<file path="config.mk">
export PLATFORM = sky130hd
export DESIGN_NAME = video_dram_arbiter
export DESIGN_NICKNAME = d
export VERILOG_FILES = /design/src/rtl/video_dram_arbiter_pkg.sv /design/src/rtl/video_dram_arbiter_rfsh_ctr.sv /design/src/rtl/video_dram_arbiter.sv
export SDC_FILE = /design/constraint.sdc
export NUM_CORES = 1
export LEC_CHECK = 0
export CAP_MARGIN = 30
export CORE_ASPECT_RATIO = 1.1
export CORE_UTILIZATION = 46
export CTS_BUF_LIST = sky130_fd_sc_hd__clkbuf_16
export CTS_CLUSTER_DIAMETER = 150
export DETAILED_ROUTE_END_ITERATION = 12
export PLACE_DENSITY = 0.93
export SLEW_MARGIN = 10
export SYNTH_ARGS = -nofsm -noshare
export SYNTH_HDL_FRONTEND = slang
export SYNTH_SLANG_ARGS = --single-unit
</file>
<file path="constraint.sdc">
create_clock -name clk -period 4.73 [get_ports clk]
set_input_delay 0.946 -clock clk [delete_from_list [all_inputs] [get_ports clk]]
set_output_delay 0.946 -clock clk [all_outputs]
set_load 0.05 [all_outputs]
</file>
<file path="src/rtl/video_dram_arbiter_pkg.sv">
// Shared definitions for the video DRAM arbiter slice.
//   owner_e   : who owns the current DRAM slot (NONE/VIDEO/CPU/RFSH)
//   BW_*      : video bandwidth codes driven on video_bw
//   ADDR_W    : DRAM word-address width
//   DATA_W    : DRAM data width
//   is_video_slot() : decodes whether a slot-counter value belongs to video
package video_dram_arbiter_pkg;

    localparam int unsigned ADDR_W = 21;
    localparam int unsigned DATA_W = 16;

    typedef enum logic [1:0] {
        OWN_NONE  = 2'd0,
        OWN_VIDEO = 2'd1,
        OWN_CPU   = 2'd2,
        OWN_RFSH  = 2'd3
    } owner_e;

    localparam logic [1:0] BW_1_8 = 2'b00;
    localparam logic [1:0] BW_1_4 = 2'b01;
    localparam logic [1:0] BW_1_2 = 2'b10;
    localparam logic [1:0] BW_1_1 = 2'b11;

    function automatic logic is_video_slot(input logic [1:0] bw, input logic [2:0] slot);
        logic hit;
        case (bw)
            BW_1_8:  hit = (slot == 3'd0);
            BW_1_4:  hit = (slot[1:0] == 2'd0);
            BW_1_2:  hit = (slot[0] == 1'b0);
            default: hit = 1'b1;
        endcase
        return hit;
    endfunction

endpackage

</file>
<file path="src/rtl/video_dram_arbiter_rfsh_ctr.sv">
// Refresh divider plus saturating pending-refresh counter.
//   clk, rst_n : clock, async active-low reset
//   cend       : slot boundary pulse; advances the divider
//   take       : arbiter grants a refresh slot on this cend
//   pend_nz    : at least one refresh is pending
module video_dram_rfsh_ctr #(
    parameter int unsigned REFRESH_SLOTS = 64,
    parameter int unsigned RFSH_PEND_MAX = 3
) (
    input  logic clk,
    input  logic rst_n,
    input  logic cend,
    input  logic take,
    output logic pend_nz
);

    localparam int unsigned DIV_W  = $clog2(REFRESH_SLOTS);
    localparam int unsigned PEND_W = $clog2(RFSH_PEND_MAX + 1);

    logic [DIV_W-1:0]  div_q, div_d;
    logic [PEND_W-1:0] pend_q, pend_d;
    logic              tick;
    logic              dec;

    always_comb begin
        div_d  = div_q;
        pend_d = pend_q;
        tick   = cend && (div_q == DIV_W'(REFRESH_SLOTS - 1));
        dec    = cend && take && (pend_q != '0);
        if (cend) begin
            // Power-of-two period: natural wrap of the divider.
            div_d = div_q + 1'b1;
        end
        // New request and a grant on the same cend cancel out.
        if (tick && !dec) begin
            if (pend_q != PEND_W'(RFSH_PEND_MAX)) begin
                pend_d = pend_q + 1'b1;
            end
        end else if (dec && !tick) begin
            pend_d = pend_q - 1'b1;
        end
    end

    always_ff @(posedge clk or negedge rst_n) begin
        if (!rst_n) begin
            div_q  <= '0;
            pend_q <= '0;
        end else begin
            div_q  <= div_d;
            pend_q <= pend_d;
        end
    end

    assign pend_nz = (pend_q != '0);

endmodule

</file>
<file path="src/rtl/video_dram_arbiter.sv">
// DRAM slot arbiter between video fetch, CPU and refresh.
//   cend/pre_cend       : slot framing (slot start / one clk before it)
//   video_go/bw/addr    : video fetch window, bandwidth share, fetch address
//   video_next/strobe   : address consumed / fetched word valid on video_data
//   cpu_req/rnw/addr/wdata : CPU request held until cpu_next
//   cpu_next/strobe     : request accepted / read word valid on cpu_rdata
//   dram_*              : per-slot command held for the whole slot; dram_rdata
//                         is valid at pre_cend of the slot after the access
module video_dram_arbiter
    import video_dram_arbiter_pkg::*;
#(
    parameter int unsigned REFRESH_SLOTS = 64,
    parameter int unsigned RFSH_PEND_MAX = 3
) (
    input  logic              clk,
    input  logic              rst_n,
    input  logic              cend,
    input  logic              pre_cend,
    input  logic              video_go,
    input  logic [1:0]        video_bw,
    input  logic [ADDR_W-1:0] video_addr,
    output logic              video_next,
    output logic              video_strobe,
    output logic [DATA_W-1:0] video_data,
    input  logic              cpu_req,
    input  logic              cpu_rnw,
    input  logic [ADDR_W-1:0] cpu_addr,
    input  logic [DATA_W-1:0] cpu_wdata,
    output logic              cpu_next,
    output logic              cpu_strobe,
    output logic [DATA_W-1:0] cpu_rdata,
    output logic              dram_req,
    output logic              dram_rnw,
    output logic              dram_rfsh,
    output logic [ADDR_W-1:0] dram_addr,
    output logic [DATA_W-1:0] dram_wdata,
    input  logic [DATA_W-1:0] dram_rdata
);

    typedef struct packed {
        logic              req;
        logic              rnw;
        logic              rfsh;
        logic [ADDR_W-1:0] addr;
        logic [DATA_W-1:0] wdata;
    } slot_cmd_t;

    logic [2:0]        slot_q, slot_d;
    owner_e            owner_q, owner_d;
    owner_e            last_owner_q, last_owner_d;
    logic              last_rd_q, last_rd_d;
    slot_cmd_t         cmd_q, cmd_d;
    logic              video_next_q, video_next_d;
    logic              cpu_next_q, cpu_next_d;
    logic              video_strobe_q, video_strobe_d;
    logic              cpu_strobe_q, cpu_strobe_d;
    logic [DATA_W-1:0] video_data_q, video_data_d;
    logic [DATA_W-1:0] cpu_rdata_q, cpu_rdata_d;
    logic              take;
    logic              pend_nz;

    video_dram_rfsh_ctr #(
        .REFRESH_SLOTS (REFRESH_SLOTS),
        .RFSH_PEND_MAX (RFSH_PEND_MAX)
    ) u_rfsh_ctr (
        .clk     (clk),
        .rst_n   (rst_n),
        .cend    (cend),
        .take    (take),
        .pend_nz (pend_nz)
    );

    always_comb begin
        slot_d         = slot_q;
        owner_d        = owner_q;
        last_owner_d   = last_owner_q;
        last_rd_d      = last_rd_q;
        cmd_d          = cmd_q;
        video_next_d   = 1'b0;
        cpu_next_d     = 1'b0;
        video_strobe_d = 1'b0;
        cpu_strobe_d   = 1'b0;
        video_data_d   = video_data_q;
        cpu_rdata_d    = cpu_rdata_q;
        take           = 1'b0;

        if (cend) begin
            slot_d       = slot_q + 3'd1;
            // The slot now ending becomes the one whose data returns next slot.
            last_owner_d = owner_q;
            last_rd_d    = cmd_q.req && cmd_q.rnw;
            cmd_d        = '0;
            if (video_go && is_video_slot(video_bw, slot_q)) begin
                owner_d      = OWN_VIDEO;
                cmd_d.req    = 1'b1;
                cmd_d.rnw    = 1'b1;
                cmd_d.addr   = video_addr;
                video_next_d = 1'b1;
            end else if (cpu_req) begin
                owner_d      = OWN_CPU;
                cmd_d.req    = 1'b1;
                cmd_d.rnw    = cpu_rnw;
                cmd_d.addr   = cpu_addr;
                cmd_d.wdata  = cpu_wdata;
                cpu_next_d   = 1'b1;
            end else if (pend_nz) begin
                owner_d      = OWN_RFSH;
                cmd_d.rfsh   = 1'b1;
                take         = 1'b1;
            end else begin
                owner_d      = OWN_NONE;
            end
        end

        if (pre_cend && last_rd_q) begin
            if (last_owner_q == OWN_VIDEO) begin
                video_data_d   = dram_rdata;
                video_strobe_d = 1'b1;
            end else if (last_owner_q == OWN_CPU) begin
                cpu_rdata_d    = dram_rdata;
                cpu_strobe_d   = 1'b1;
            end
        end
    end

    always_ff @(posedge clk or negedge rst_n) begin
        if (!rst_n) begin
            slot_q         <= '0;
            owner_q        <= OWN_NONE;
            last_owner_q   <= OWN_NONE;
            last_rd_q      <= 1'b0;
            cmd_q          <= '0;
            video_next_q   <= 1'b0;
            cpu_next_q     <= 1'b0;
            video_strobe_q <= 1'b0;
            cpu_strobe_q   <= 1'b0;
            video_data_q   <= '0;
            cpu_rdata_q    <= '0;
        end else begin
            slot_q         <= slot_d;
            owner_q        <= owner_d;
            last_owner_q   <= last_owner_d;
            last_rd_q      <= last_rd_d;
            cmd_q          <= cmd_d;
            video_next_q   <= video_next_d;
            cpu_next_q     <= cpu_next_d;
            video_strobe_q <= video_strobe_d;
            cpu_strobe_q   <= cpu_strobe_d;
            video_data_q   <= video_data_d;
            cpu_rdata_q    <= cpu_rdata_d;
        end
    end

    assign video_next   = video_next_q;
    assign video_strobe = video_strobe_q;
    assign video_data   = video_data_q;
    assign cpu_next     = cpu_next_q;
    assign cpu_strobe   = cpu_strobe_q;
    assign cpu_rdata    = cpu_rdata_q;
    assign dram_req     = cmd_q.req;
    assign dram_rnw     = cmd_q.rnw;
    assign dram_rfsh    = cmd_q.rfsh;
    assign dram_addr    = cmd_q.addr;
    assign dram_wdata   = cmd_q.wdata;

endmodule

</file>
-- After elaboration in Yosys (flattened, before gate mapping)
Cells that the tools add are included.
- add/subtract/negate cells: 4
- equality and inequality tests: 7
- mux-type cells: 27
- bitwise logic cells: 2
- reductions and logical operators: 18
- operators with widths (kind ; number):
    37-bit 2-to-1 mux ; 1
    21-bit 2-to-1 mux ; 1
    16-bit 2-to-1 mux ; 1
    2-bit 2-to-1 mux ; 8
    1-bit 2-to-1 mux ; 15
    1-bit logical AND ; 8
    6-bit by 1-bit adder with 6-bit output, second input constant ; 1
    6-bit equality test, second input constant ; 1
    2-bit by 1-bit equality test with 1-bit output, second input constant ; 2
    2-bit equality test, second input constant ; 2
    2-bit logical NOT ; 2
    2-bit != test, second input constant ; 2
    2-bit AND reduction ; 2
    2-bit nonzero test ; 2
    3-bit by 1-bit adder with 3-bit output, second input constant ; 1
    3-bit logical NOT ; 1
    1-bit case mux with 3 select lines ; 1
    3-bit AND reduction ; 1
    2-bit by 1-bit adder with 2-bit output, second input constant ; 1
    1-bit logical NOT ; 2
    1-bit NOT ; 2
    2-bit by 1-bit subtractor with 2-bit output, second input constant ; 1
- register bits after elaboration: 92
- input bits: 83
- output and inout port bits: 76
- word-level logic and storage cells: 75

-- Longest topological paths before layout
Gate-level depths: netlist (run 1).
- depth after elaboration: 12
- mapped depth: 7
- gate-level depth less buffers: 5

-- By module
Synthesis (run 1) repeated with hierarchy kept, for this count alone.
- cells, all modules: 380
- area total of the unflattened synthesis: 4310.4 um^2
- by module, submodules not included (module ; times used ; cells each ; area each (um^2) ; seq. area each (um^2)):
    video_dram_arbiter ; 1 ; 344 ; 3916.3 ; 2102.0
    video_dram_rfsh_ctr ; 1 ; 36 ; 394.1 ; 200.2

-- Worst setup path before layout (run 1)
OpenSTA, ideal clock, no wires.
- path kind: input to register
- start: input port cend
- end: register u_rfsh_ctr.pend_q[0]
- library setup time: 0.134 ns
- data arrival time: 1.908 ns
- data required time: 4.596 ns
- path slack: 2.688 ns
- stages: 6
- path buffers: 2
- path through: buf_4 > nand4_2 > or2_2 > buf_2 > a211oi_1 > o32ai_1
- word-level cells in the longest chain between the ends: 7
- elaborated cells on any way between the ends: 12
- classes of those cells: 1 x eq/ne; 2 x mux; 9 x reduce/logical
- ends and longest elaborated chain (element ; RTL line ; text):
    start, declared ; video_dram_arbiter.sv:17 ; input logic cend,
    1-bit 2-to-1 mux ; video_dram_arbiter.sv:87 ; if (cend) begin
    1-bit logical AND (2 in series) ; video_dram_arbiter_rfsh_ctr.sv:29 ; dec = cend && take && (pend_q != '0);
    1-bit logical NOT ; video_dram_arbiter_rfsh_ctr.sv:35 ; if (tick && !dec) begin
    1-bit logical AND ; video_dram_arbiter_rfsh_ctr.sv:35 ;
    2-bit != test (no line) / 2-bit nonzero test (equally long branches) ; -- ;
    2-bit AND reduction (no line) ; -- ;
    end signal, assigned ; video_dram_arbiter_rfsh_ctr.sv:50 ; pend_q <= pend_d;
    end, declared ; video_dram_arbiter_rfsh_ctr.sv:21 ; logic [PEND_W-1:0] pend_q, pend_d;
Several ways; a longest one is shown, not always the timed one.
A chain may end at the register's enable or synchronous reset.

-- Final worst setup path (run 1)
- start: input port video_bw[1]
- end: register cmd_q (netlist bit dram_wdata[13])
- word-level cells in the longest chain between the ends: 5
- elaborated cells on any way between the ends: 7
- classes of those cells: 2 x eq/ne; 3 x mux; 2 x reduce/logical
- ends and longest elaborated chain (element ; RTL line ; text):
    start, declared ; video_dram_arbiter.sv:20 ; input logic [1:0] video_bw,
    2-bit equality test, or another cell as far along ; video_dram_arbiter_pkg.sv:26 ; case (bw)
    1-bit case mux with 3 select lines (*) ; video_dram_arbiter_pkg.sv:26 ;
    1-bit 2-to-1 mux (*) ; video_dram_arbiter.sv:87 ;
    1-bit logical AND (*) ; video_dram_arbiter.sv:93 ; if (video_go && is_video_slot(video_bw, slot_q)) begin
    16-bit 2-to-1 mux (*) ; video_dram_arbiter.sv:93 ;
    end signal, assigned ; video_dram_arbiter.sv:144 ; cmd_q <= cmd_d;
    end, declared ; video_dram_arbiter.sv:52 ; slot_cmd_t cmd_q, cmd_d;
Every way passes the cells marked *; elsewhere a longest branch is shown, timed or not. The select of a mux whose other input is x is not followed.

==> results of run 1 <==
==> layout make-up <==
class	instances	area (um^2)	share of cell area
repair buffers	165	1654	0.2865
inverters	25	93.84	0.01625
multi-input cells	267	1313	0.2274
flip-flops and latches	92	2302	0.3988
well taps	108	135.1	0.02341
clock inverters	7	50.05	0.008669
clock buffers	9	225.2	0.03901
==> per-layer routing <==
metal / track usage / share of wire / up-vias
met2: 0.4095 / 0.50 / 164
met3: 0.07562 / 0.097 / 13
met4: 0.08425 / 0.013 / 0
met5: 0 / 0 / -
met1: 0.2788 / 0.39 / 1651
li1: - / - / 1643
==> report_power, final <==
| part | switching (uW) | total [uW] | internal (uW) | leakage (uW) |
|---|---|---|---|---|
| registers | 150 | 1170 | 1020 | 0.00115 |
| logic | 1010 | 1530 | 524 | 0.00130 |
| clock network | 297 | 654 | 358 | 0.000130 |
| total | 1450 | 3360 | 1900 | 0.00258 |
==> cells by family (layout without fill, tap and decap cells) <==
group,after synthesis,after routing
XOR/XNOR,7,7
buffers and inverters,51,206
AND/OR/NAND/NOR,196,196
multiplexers,4,4
AO/OA/AOI/OAI,57,57
flip-flops,92,92
adder cells (fa/ha/maj),3,3
==> state kept, by name (all words and copies together), names as in the netlist, 2 cells and up <==
signal,count
u_rfsh_ctr.pend_q,2
video_data,16
last_owner_q,2
cpu_rdata,16
dram_addr,21
owner_q,2
slot_q,3
u_rfsh_ctr.div_q,6
dram_wdata,16
==> cells in the mapped netlist, types with 2 or more instances <==
cell type    n  area share
a21oi_1      4      0.0052
a31oi_1     23       0.038
buf_1        2      0.0020
buf_2        8       0.010
buf_4        2      0.0039
clkbuf_1    13       0.013
clkinv_1     2      0.0020
dfrtp_1     92        0.60
ha_1         3      0.0098
inv_1       23       0.023
mux2_2       3      0.0088
nand2_1    140        0.14
nand3_1     22       0.029
nand4b_1     2      0.0046
nor2_1      25       0.025
o21ai_0      4      0.0052
o22ai_1     17       0.028
xnor2_1      4      0.0092
xor2_1       3      0.0069
==> worst paths after layout <==
check,startpoint,end,slack (ns),depth (start not counted)
setup reg to reg,slot_q[0],dram_wdata[13],2.70,6
max in group asynchronous,rst_n,cpu_strobe,3.46,2
hold / removal,video_data[13],video_data[13],0.47,2
min in group asynchronous,rst_n,video_data[5],0.63,1
setup / recovery,video_bw[1],dram_wdata[13],2.04,6
hold reg to reg,video_data[13],video_data[13],0.47,2
==> tightest hold or removal path, cell delays in order (launching register included) <==
cell     delay, ns
dfrtp_1       0.34
nand2_1       0.05
nand2_1       0.06
==> per-stage QoR <==
step,worst slack [ns],instances,total power (uW)
floorplan,2.688,410,2137
global placement,1.643,654,2650
detailed placement,1.505,655,2706
CTS,1.866,671,3375
global route,1.880,673,3525
finish,2.039,673,3356
==> placed cells by master (no fill, tap or decap), types with 2 or more instances in the layout <==
master / count
clkdlybuf4s50_1: 156
nand2_1: 140
dfrtp_1: 92
nor2_1: 25
inv_1: 23
a31oi_1: 23
nand3_1: 22
o22ai_1: 17
clkbuf_16: 9
buf_4: 5
o21ai_0: 4
xnor2_1: 4
a21oi_1: 4
clkinv_1: 3
xor2_1: 3
mux2_2: 3
ha_1: 3
nand4b_1: 2
inv_6: 2
clkinvlp_4: 2
buf_8: 2
==> impl_metrics.ini, run 1 <==
[synthesis]
synth_fa_ha_area_frac = 0.009814
ys_seq_area_frac = 0.6019
async_flop_share = 1.000
synth_compound_area_frac = 0.09617
syn-num-nets = 496
synthMuxAreaShare = 0.01145
synth_cells = 410
synth_area_um2 = 3825
yosys.area_share.xor_xnor = 0.01603
ys_seq_elements = 92
synth_flop_cell = dfrtp_1
avgSynthCellArea_um2 = 9.329
synth_edf_count = 0
yosys.cell_types.count = 37
ys.warnings.count = 0
synth_top_family_by_area = simple AND/OR/NAND/NOR gates
yosys.area_share.simple = 0.2080

[power]
ir_drop_uv = 254.6
p_leak_uw = 0.002583
cellPowerDensity_nw_per_um2 = 581.4

[setup_path]
worstPathRequired_ns = 4.90
crit_path_start_kind = primary input
cp_max_fo = 30
crit_buf_inv = 2
worstSetupEndpointType = flip-flop
critPathMaxStageDelay_ns = 0.53
slowest_stage = clkdlybuf4s50_1
criticalPathCategory = primary input to flip-flop
worstPathCellList = clkdlybuf4s50_1, mux2i_1, o221ai_2, buf_4, nand2_1, o22ai_1
arrival_ns = 2.86
cp_top_family = buffers and inverters

[sta]
fin_skew_ns = 0.007060
rsz0062_at_grt = no
fin_crit_sh = 0.5688
hold_viol = 0
finalMaxSlewViolations = 0
min_period_ns = 2.691
tightestPinTransition_ns = 0.6109
hold-worst-slack_ns = 0.4741
setup_tns_ns = 0
setup_viol = 0
fmax_mhz = 371.7
slew_headroom = 0.5927

[detailed_routing]
vias = 3471
postRouteAntennaNets = 0
first_pass_iters = 4
vias_per_cell = 5.158
wirelength_mm = 9.927
avgRoutedWirePerCell_um = 14.75
first_iter_violations = 127
drt_drc_violations_left = 0

[floorplanning]
start_util = 0.4783
fp.dieArea_um2 = 8684
coreArea_um2 = 7998
chipWidth_um = 88.95
num_rows = 34
ios = 159
die_h_um = 97.64

[cells_and_area]
nNetsFinal = 646
fin_area_um2 = 5773
final_core_util = 0.7218
drive_above_1_share = 0.05487
syn_to_final_growth_pct = 50.93
n_antenna_cell = 0
fillers = 550

[run]
cap_violations = 0

[grt]
grt_pass1_wl_mm = 16.07
grt_max_degree = 63
antenna_found_initial = 0
grt_pass1_vias = 3450
gr-usage-all-layers = 0.2395
overflow = 0

[outcome]
status = completed

[placed_design]
gp_congestion = 0.7669
io_buffers = 158
placed_area_um2 = 5468
dpl.hpwl_mm = 7.121

[clocking]
cts_buffer_depth = 2
cts_tree = yes
post_cts_buffers = 0
clkTransAtPathRegs_ns = 0.06
htreeDepth = 3
clock_latency_ns = 0.33
tritoncts_num_sinks = 92
postCtsHoldBufs = 0
cts.repair.resized = 0
cts_buffers = 9
ctsRootBufferMaster = clkbuf_16

[hold_path]
min_path_type = flip-flop to flip-flop
Power figures use the tool's default switching activity.
==> run 2: changes to the inputs <==
CORE_UTILIZATION = 43   (was 46)
PLACE_DENSITY = 0.88   (was 0.93)
clock period = 2.5 ns   (was 4.73 ns; I/O delays follow)
==> run 2 against run 1 <==
Register-to-register slack worse by 1.9 ns. Utilization down 3.6 points. Combinational power up 90%. Cell count up 0.89%. Power up 92%. Setup slack worse by 1.6 ns. Sequential power up 90%. Critical path type is now flip-flop to output port.
==> impl_metrics.ini, run 2 (synthesis results as in run 1) <==
[cells_and_area]
fin_area_um2 = 5827
largest_reg_flops = 21
n_antenna_cell = 0
drive_above_1_share = 0.05810
syn_to_final_growth_pct = 52.34
layout_commonest_cell = clkdlybuf4s50_1
nNetsFinal = 649
mostFrequentLayoutCells = 156 x clkdlybuf4s50_1, 140 x nand2_1, 92 x dfrtp_1, 25 x nor2_1

[clocking]
postCtsHoldBufs = 0
ctsRootBufferMaster = clkbuf_16
post_cts_buffers = 0
clkTransAtPathRegs_ns = 0.06
htreeDepth = 3
clock_latency_ns = 0.33
tritoncts_num_sinks = 92
cts.repair.resized = 0
cts_tree = yes
cts_buffers = 9
cts_buffer_depth = 2

[detailed_routing]
vias = 3482
wl_met1_mm = 4.083
wl_met2_mm = 4.966
postRouteAntennaNets = 0
drt_drc_violations_left = 0
first_pass_iters = 5
first_iter_violations = 154
wirelength_mm = 10.12
vias_per_cell = 5.128
dr_wl_met3_um = 868
routed.top_layer = met4
avgRoutedWirePerCell_um = 14.91

[setup_path]
cp_max_fo = 3
worstSetupEndpointType = output port
r2r_end = u_rfsh_ctr.pend_q[0]
criticalPathCategory = flip-flop to output port
cp_top_family = buffers and inverters
critPathCapture = dram_rnw
critPathMaxStageDelay_ns = 0.83
worstPathRequired_ns = 2.00
crit_path_start_kind = flip-flop
crit_buf_inv = 1
startpoint = dram_rnw
arrival_ns = 1.54
slowest_stage = clkdlybuf4s50_1
reg2reg_slack_ns = 0.78
path_depth = 1
r2r-start = slot_q[0]
reg2reg_depth = 6
worstPathCellList = clkdlybuf4s50_1

[floorplanning]
coreArea_um2 = 8496
ios = 159
start_util = 0.4502
fp.dieArea_um2 = 9277
chipWidth_um = 91.93
die_h_um = 100.9
num_rows = 35

[sta]
min_period_ns = 2.039
finalMaxSlewViolations = 0
setup_viol = 0
slew_headroom = 0.6393
hold-worst-slack_ns = 0.09246
hold_viol = 0
rsz0062_at_grt = no
fin_skew_ns = 0.008215
fin_crit_sh = 0.8157
setup_tns_ns = 0
layout_setup_ws_ns = 0.4607
fmax_mhz = 490.4
tightestPinTransition_ns = 0.5393

[hold_path]
min_path_type = primary input to asynchronous set/reset pin

[grt]
antenna_found_initial = 0
grt_max_degree = 52
grt_pass1_vias = 3554
overflow = 0
grt_pass1_wl_mm = 16.73
gr-usage-all-layers = 0.2319

[placed_design]
gp_congestion = 0.8187
io_buffers = 158
placed_area_um2 = 5534
dpl.hpwl_mm = 7.414
pre_cts_ws_ns = 0.2362

[outcome]
status = completed

[power]
p_leak_uw = 0.002612
ir_drop_uv = 382.0
cellPowerDensity_nw_per_um2 = 1105

[run]
cap_violations = 0
-- run 2: cell types whose count changed in the layout (fill, tap and decap cells not counted), sizes merged --
| cell | change |
|---|---|
| buf | +3 |
| bufinv | +1 |
| clkinv | +2 |
| clkinvlp | -1 |
| inv | -2 |
-- run 2: per-layer routing --
metal,global-route usage,vias to the layer above
met1,0.2736,1654
met5,0,-
met3,0.06109,20
li1,-,1645
met4,0.1118,0
met2,0.3949,163
-- run 2: worst min-delay path by stage --
stage          start             to  cells past startpoint
3_3_place_gp   rst_n  cpu_rdata[10]                      1
4_1_cts        rst_n   cpu_rdata[0]                      1
2_1_floorplan  rst_n       cpu_next                      0
6_report       rst_n   cpu_rdata[0]                      1
5_1_grt        rst_n   cpu_rdata[0]                      1
3_5_place_dp   rst_n   cpu_rdata[0]                      1
-- run 2: per-stage QoR --
| step | power [uW] | instances | util |
|---|---|---|---|
| detailed placement | 5169 | 663 | 0.6514 |
| global route | 6765 | 679 | 0.6859 |
| CTS | 6498 | 679 | 0.6859 |
| floorplan | 4043 | 410 | - |
| finish | 6436 | 679 | 0.6859 |
| global placement | 5065 | 663 | 0.6514 |
-- run 2: worst register-to-register path: stages, from the launching register on --
cell and delay, ns:
dfrtp_1 0.41, inv_1 0.07, ha_1 0.23, o221a_1 0.28
buf_12 0.17, o21a_1 0.20, o32ai_1 0.26
-- run 2: cell type report --
type	count	area (um^2)
Fill cell	642	2669
Sequential cell	92	2302
Timing Repair Buffer	168	1687
Multi-Input combinational cell	267	1313
Clock buffer	9	225.2
Tap cell	111	138.9
Inverter	25	93.84
Clock inverter	7	67.56
-- run 2: report_power, final --
part | leakage (uW) | total (uW) | internal [uW] | switching, uW
Sequential | 0.00115 | 2220 | 1940 | 282
Clock | 0.000140 | 1310 | 769 | 538
Combinational | 0.00132 | 2910 | 1010 | 1900
Total | 0.00261 | 6440 | 3720 | 2720
==> run 3: changes to the inputs <==
CORE_UTILIZATION = 39   (was 43)
PLACE_DENSITY = 0.85   (was 0.88)
clock period = 1.87 ns   (was 2.5 ns; I/O delays follow)
==> run 3 against run 2 <==
Wire length decreased by 0.19%. Highest routed layer unchanged. First-iteration DRC count fell by 5.8%. Clock skew is 0.0012 ns higher. Die area up 10%. Via count rose by 0.17%. Global-route usage fell by 2.8 points. Hold slack got worse by 0.091 ns. Clock power up 23%. Non-clock buffer count grew 5. Power increased by 28%.
==> impl_metrics.ini, run 3 (synthesis results as in run 1) <==
[sta]
tightestPinTransition_ns = 0.6134
slew_headroom = 0.5911
finalMaxSlewViolations = 0
setup_tns_ns = 0
fin_skew_ns = 0.009382
min_period_ns = 1.843
fin_crit_sh = 0.9857
hold_viol = 0
setup_viol = 0
fmax_mhz = 542.5
hold-worst-slack_ns = 0.001875
rsz0062_at_grt = no
layout_setup_ws_ns = 0.02671

[cells_and_area]
largest_reg_flops = 21
nNetsFinal = 654
drive_above_1_share = 0.1259
syn_to_final_growth_pct = 49.66
layout_commonest_cell = nand2_1
fin_cells = 689
mostFrequentLayoutCells = 140 x nand2_1, 92 x dfrtp_1, 81 x clkdlybuf4s50_1, 47 x buf_4, 35 x dlygate4sd2_1
n_antenna_cell = 0

[clocking]
cts_buffers = 9
post_cts_buffers = 0
tritoncts_num_sinks = 92
cts_tree = yes
postCtsHoldBufs = 0
ctsRootBufferMaster = clkbuf_16
htreeDepth = 3
cts_buffer_depth = 2
clkTransAtPathRegs_ns = 0.06
cts.repair.resized = 35
clock_latency_ns = 0.34

[setup_path]
path_depth = 1
worstPathRequired_ns = 1.50
cp_max_fo = 1
arrival_ns = 1.47
critPathMaxStageDelay_ns = 0.80
cp_top_family = buffers and inverters
slowest_stage = clkdlybuf4s50_1
crit_buf_inv = 1
reg2reg_depth = 6
worstSetupEndpointType = output port
criticalPathCategory = flip-flop to output port
crit_path_start_kind = flip-flop
worstPathCellList = clkdlybuf4s50_1

[power]
cellPowerDensity_nw_per_um2 = 1437
p_int_uw = 4572
p_sw_frac = 0.4443
power_frac_seq = 0.362
power.switching_uw = 3655
p_leak_uw = 0.002861
p_comb_frac = 0.443
p_clk_frac = 0.195
ir_drop_uv = 658.7

[detailed_routing]
vias = 3488
avgRoutedWirePerCell_um = 14.66
first_pass_iters = 4
vias_per_cell = 5.062
drt_drc_violations_left = 0
postRouteAntennaNets = 0
first_iter_violations = 145
wirelength_mm = 10.10
routed.top_layer = met4
wl_met2_mm = 4.872
dr_wl_met3_um = 949
wl_met1_mm = 3.949

[placed_design]
dp.cells = 674
io_buffers = 158
pre_cts_ws_ns = -0.1820
dpl.hpwl_mm = 7.470
gp_congestion = 0.7494

[grt]
gr-usage-all-layers = 0.2039
grt_pass1_wl_mm = 15.84
overflow = 0
grt_max_degree = 69
antenna_found_initial = 0
grt_pass1_vias = 3414

[outcome]
status = completed

[floorplanning]
start_util = 0.4050
fp.dieArea_um2 = 10210
die_h_um = 105.9
chipWidth_um = 96.43
ios = 159
coreArea_um2 = 9444
num_rows = 37

[hold_path]
min_path_type = primary input to asynchronous set/reset pin

[run]
cap_violations = 0
## run 3: power groups by stage
stage	Combinational (uW)	Sequential (uW)	Clock (uW)
after detailed placement	3850	3010	0
after CTS	3680	2980	1650
after global routing	3880	3050	1730
after floorplan	794	4610	0
after global placement	3750	2960	0
final	3640	2980	1610
## run 3: per-stage QoR
stage	area, um^2	util	total power [uW]
2_1_floorplan	3825	-	5405
3_3_place_gp	5494	0.5817	6713
3_5_place_dp	5494	0.5817	6856
4_1_cts	5709	0.6045	8305
5_1_grt	5724	0.6061	8663
6_report	5724	0.6061	8227
## run 3: per-layer routing
layer / track usage / vias to the layer above
met3: 0.05339 / 33
met2: 0.3404 / 172
met5: 0 / -
met4: 0.1261 / 0
met1: 0.2272 / 1629
li1: - / 1654
## run 3: final timing paths
check | slack (ns) | endpoint | startpoint
max | 0.03 | video_next | video_next
min | 0.002 | video_data[5] | rst_n
max reg2reg | 0.18 | dram_addr[5] | slot_q[0]
min reg2reg | 0.47 | cpu_rdata[9] | cpu_rdata[9]
max in group asynchronous | 1.26 | video_data[7] | rst_n
min in group clk | 0.36 | u_rfsh_ctr.div_q[4] | cend
## run 3: final cells by class
| cell class | count | area [um^2] |
|---|---|---|
| clock inverter | 6 | 33.78 |
| timing repair buffer | 173 | 1610 |
| fill | 783 | 3720 |
| tap | 117 | 146.4 |
| multi-input combinational | 267 | 1313 |
| inverter | 25 | 93.84 |
| sequential | 92 | 2302 |
| clock buffer | 9 | 225.2 |
==> RTL edit 1 (config.mk and constraints of run 3) <==
Take the reset off `video_data_q` and load it in a clocked block of its own.
--- a/src/rtl/video_dram_arbiter.sv
+++ b/src/rtl/video_dram_arbiter.sv
@@ -134,7 +134,6 @@
             cpu_next_q     <= 1'b0;
             video_strobe_q <= 1'b0;
             cpu_strobe_q   <= 1'b0;
-            video_data_q   <= '0;
             cpu_rdata_q    <= '0;
         end else begin
             slot_q         <= slot_d;
@@ -146,9 +145,12 @@
             cpu_next_q     <= cpu_next_d;
             video_strobe_q <= video_strobe_d;
             cpu_strobe_q   <= cpu_strobe_d;
-            video_data_q   <= video_data_d;
             cpu_rdata_q    <= cpu_rdata_d;
         end
+    end
+
+    always_ff @(posedge clk) begin
+        video_data_q <= video_data_d;
     end
 
     assign video_next   = video_next_q;
Behaviour: differs if rst_n is asserted again (counterexample within 4 cycles, from zero or initial values and one cycle with rst_n low); with rst_n held inactive, the same outputs for 4 cycles.
==> RTL edit 1 against run 3 <==
Area after synthesis is 2.9% lower; clock power rose by 6%; total power fell by 12%; setup slack gained 0.015 ns; final area fell by 0.20%; sequential cell count did not move; die area fell by 2.9%; non-clock buffer count is 2 higher; routed wire length shrank 5.6%; critical endpoint is now video_data[11].
==> RTL edit 1: results (changes against run 3) <==
post-dp-hpwl_um: 7075  # was 7470 µm
track_usage: 0.1932  # was 0.2039
r2r-end: "dram_addr[1]"  # was dram_addr[5]
r2r_cells: 6  # unchanged
dr.first_iter.drc_count: 146  # was 145
status: "complete, no violations"  # unchanged
synth-edff-count: 16  # was 0
yosysSeqAreaShare: 0.6415  # was 0.6019
ir_drop_v: 0.0005377  # was 0.0006587 V
fin_nets: 607  # was 654
startpoint: "video_data[11]"  # was video_next
fin_skew_ns: 0.008872  # was 0.009382 ns
relSlewSlack: 0.5595  # was 0.5911
p_leak_nw: 2.704  # was 2.861 nW
vias_per_cell: 4.995  # was 5.062
gp_congestion: 0.7419  # was 0.7494
worstPathArrival_ns: 1.45  # was 1.47 ns
routedWlPerCell_um: 14.89  # was 14.66 µm
syn_inst: 359  # was 410
fin_cells: 640  # was 689
r2r_slack_ns: 0.22  # was 0.18 ns
dpl_cell_area_um2: 5425  # was 5494 µm²
dp_slack_ns: -0.2147  # was -0.1820 ns
async_flop_share: 0.8261  # was 1.000
grt_max_degree: 50  # was 69
grt_pass1_vias: 3155  # was 3414
drive_above_1_share: 0.1350  # was 0.1259
place_inst: 624  # was 674
yosys-top-cells-count: "nand2_1, dfrtp_1, nor2_1"  # unchanged
worstSetupEndpoint: "video_data[11]"  # was video_next
synth_nets: 445  # was 496
netlist-cell-type-count: 39  # was 37
RTL edit 1: worst min path at each step:
stage	from	to	slack, ns	cells past startpoint
3_5_place_dp	rst_n	cpu_rdata[10]	0.45	1
3_3_place_gp	rst_n	cpu_rdata[10]	0.44	1
5_1_grt	rst_n	cpu_rdata[10]	0.11	1
4_1_cts	rst_n	cpu_rdata[10]	0.09	1
6_report	rst_n	cpu_rdata[10]	0.06	1
2_1_floorplan	rst_n	cpu_next	0.08	0
RTL edit 1: per-layer routing:
metal,wire (µm),part of all wire,track usage,vias up
met1,3810,0.40,0.2132,1505
met3,754,0.079,0.05556,12
met5,0,0,0,-
met4,152,0.016,0.08117,0
met2,4815,0.51,0.3397,153
li1,-,-,-,1527
RTL edit 1: cells by family after synthesis:
family / after synthesis / synth area share
DFF: 92 / 0.6415
muxes: 4 / 0.01179
adders and majority gates: 3 / 0.01011
AOI/OAI and AO/OA: 57 / 0.09906
buffers and inverters: 48 / 0.05491
xor gates and xnor gates: 7 / 0.01651
and+or+nand+nor: 148 / 0.1661
RTL edit 1: through the flow:
stage / hold WS (ns) / utilization / power (W)
global placement: 0.4368 / 0.5992 / 0.005586
finish: 0.05937 / 0.6310 / 0.007237
detailed placement: 0.4465 / 0.5992 / 0.005688
floorplan: 0.07841 / - / 0.004575
CTS: 0.09005 / 0.6280 / 0.007302
global route: 0.1099 / 0.6310 / 0.007591
RTL edit 1: layout make-up:
class	instances	area, µm²	area share
repair buffers	175	1677	0.2935
multi-input cells	219	1134	0.1984
clock inverters	6	37.54	0.006570
clock buffers	10	250.2	0.04380
flip-flops and latches	92	2382	0.4170
well taps	114	142.6	0.02497
inverters	24	90.09	0.01577
RTL edit 1: timing repair:
item,in CTS,in global routing
setup endpoints to repair,22,11
cloned,0,0
gates resized for setup,22,11
hold buffers,0,0
pin swaps,0,0
RTL edit 1: where the power goes:
part | internal [W] | switching [W] | leakage (nW) | total [W]
clock network | 0.000976 | 0.000729 | 0.141 | 0.00170
registers | 0.00250 | 0.000296 | 1.09 | 0.00279
logic | 0.000912 | 0.00183 | 1.47 | 0.00274
==> RTL edit 2 (settings of run 3) <==
Made on the original files. `REFRESH_SLOTS` is set to 64 in 2 places; all go to 32.
--- a/src/rtl/video_dram_arbiter_rfsh_ctr.sv
+++ b/src/rtl/video_dram_arbiter_rfsh_ctr.sv
@@ -4,7 +4,7 @@
 //   take       : arbiter grants a refresh slot on this cend
 //   pend_nz    : at least one refresh is pending
 module video_dram_rfsh_ctr #(
-    parameter int unsigned REFRESH_SLOTS = 64,
+    parameter int unsigned REFRESH_SLOTS = 32,
     parameter int unsigned RFSH_PEND_MAX = 3
 ) (
     input  logic clk,
--- a/src/rtl/video_dram_arbiter.sv
+++ b/src/rtl/video_dram_arbiter.sv
@@ -9,7 +9,7 @@
 module video_dram_arbiter
     import video_dram_arbiter_pkg::*;
 #(
-    parameter int unsigned REFRESH_SLOTS = 64,
+    parameter int unsigned REFRESH_SLOTS = 32,
     parameter int unsigned RFSH_PEND_MAX = 3
 ) (
     input  logic              clk,
Behaviour: same outputs for any inputs over 4 cycles, from zero or initial values and one cycle with rst_n low; that may be too few to reach the edited logic, so the function may still have changed.
==> RTL edit 2 against run 3 <==
Cell count shrank 4.1%; area after synthesis shrank 2.4%; total power grew 3.1%; setup slack gained 0.014 ns; final area is essentially flat; routed wire length shrank 2.2%; core utilization grew 0.85 points; sequential cell count shrank 1; critical path type unchanged; largest power group unchanged; highest routed layer unchanged.
==> RTL edit 2: results (changes against run 3) <==
hold_class: "register to register"  # was input port to asynchronous set/reset pin
use_met2: 0.3296  # was 0.3404
fin_cells: 661  # was 689
synth_fa_ha_area_frac: 0.01341  # was 0.009814
p_leak_nw: 2.889  # was 2.861 nW
gr-usage-met3: 0.05240  # was 0.05339
dr.first_iter.drc_count: 120  # was 145
cts.repair.resized: 26  # was 35
met1_usage: 0.2541  # was 0.2272
fin_skew_ns: 0.002638  # was 0.009382 ns
holdBufCountCts: 1  # was 0
netlist-cell-type-count: 33  # was 37
p_sw_w: 0.003579  # was 0.003655 W
synth-xor-area-share: 0.01173  # was 0.01603
yosys-top-cells-count: "nand2_1, dfrtp_1, nor2_1"  # unchanged
drive_above_1_share: 0.1434  # was 0.1259
track_usage: 0.2014  # was 0.2039
dp_slack_ns: -0.2631  # was -0.1820 ns
yosys-top-cells-area: "dfrtp_1, nand2_1, a22o_1, a31oi_1, nand3_1"  # was dfrtp_1, nand2_1, a31oi_1, nand3_1, o22ai_1
finalCritPeriodShare: 0.9782  # was 0.9857
r2r-end: "dram_addr[9]"  # was dram_addr[5]
ir_drop_v: 0.0005496  # was 0.0006587 V
fin_nets: 626  # was 654
vias_per_cell: 4.994  # was 5.062
place_inst: 643  # was 674
status: "complete, no violations"  # unchanged
dpl_cell_area_um2: 5374  # was 5494 µm²
[RTL edit 2: power groups by stage]
stage	registers, W	logic, W	clock network, W
after global placement	0.00292	0.00370	0
final	0.00292	0.00365	0.00192
after global routing	0.00298	0.00390	0.00203
after detailed placement	0.00296	0.00378	0
after CTS	0.00292	0.00367	0.00196
after floorplan	0.00451	0.000841	0
[RTL edit 2: metal layers]
| metal | wire (µm) | share of wire |
|---|---|---|
| met1 | 4052 | 0.41 |
| met2 | 4765 | 0.48 |
| met3 | 954 | 0.097 |
| met4 | 103 | 0.010 |
| met5 | 0 | 0 |
[RTL edit 2: final cells by class]
class / count / area, µm² / area share
flip-flops and latches: 91 / 2277 / 0.3982
repair buffers: 174 / 1619 / 0.2831
multi-input cells: 253 / 1323 / 0.2312
clock buffers: 9 / 225.2 / 0.03938
well taps: 117 / 146.4 / 0.02560
clock inverters: 7 / 91.34 / 0.01597
inverters: 10 / 37.54 / 0.006563
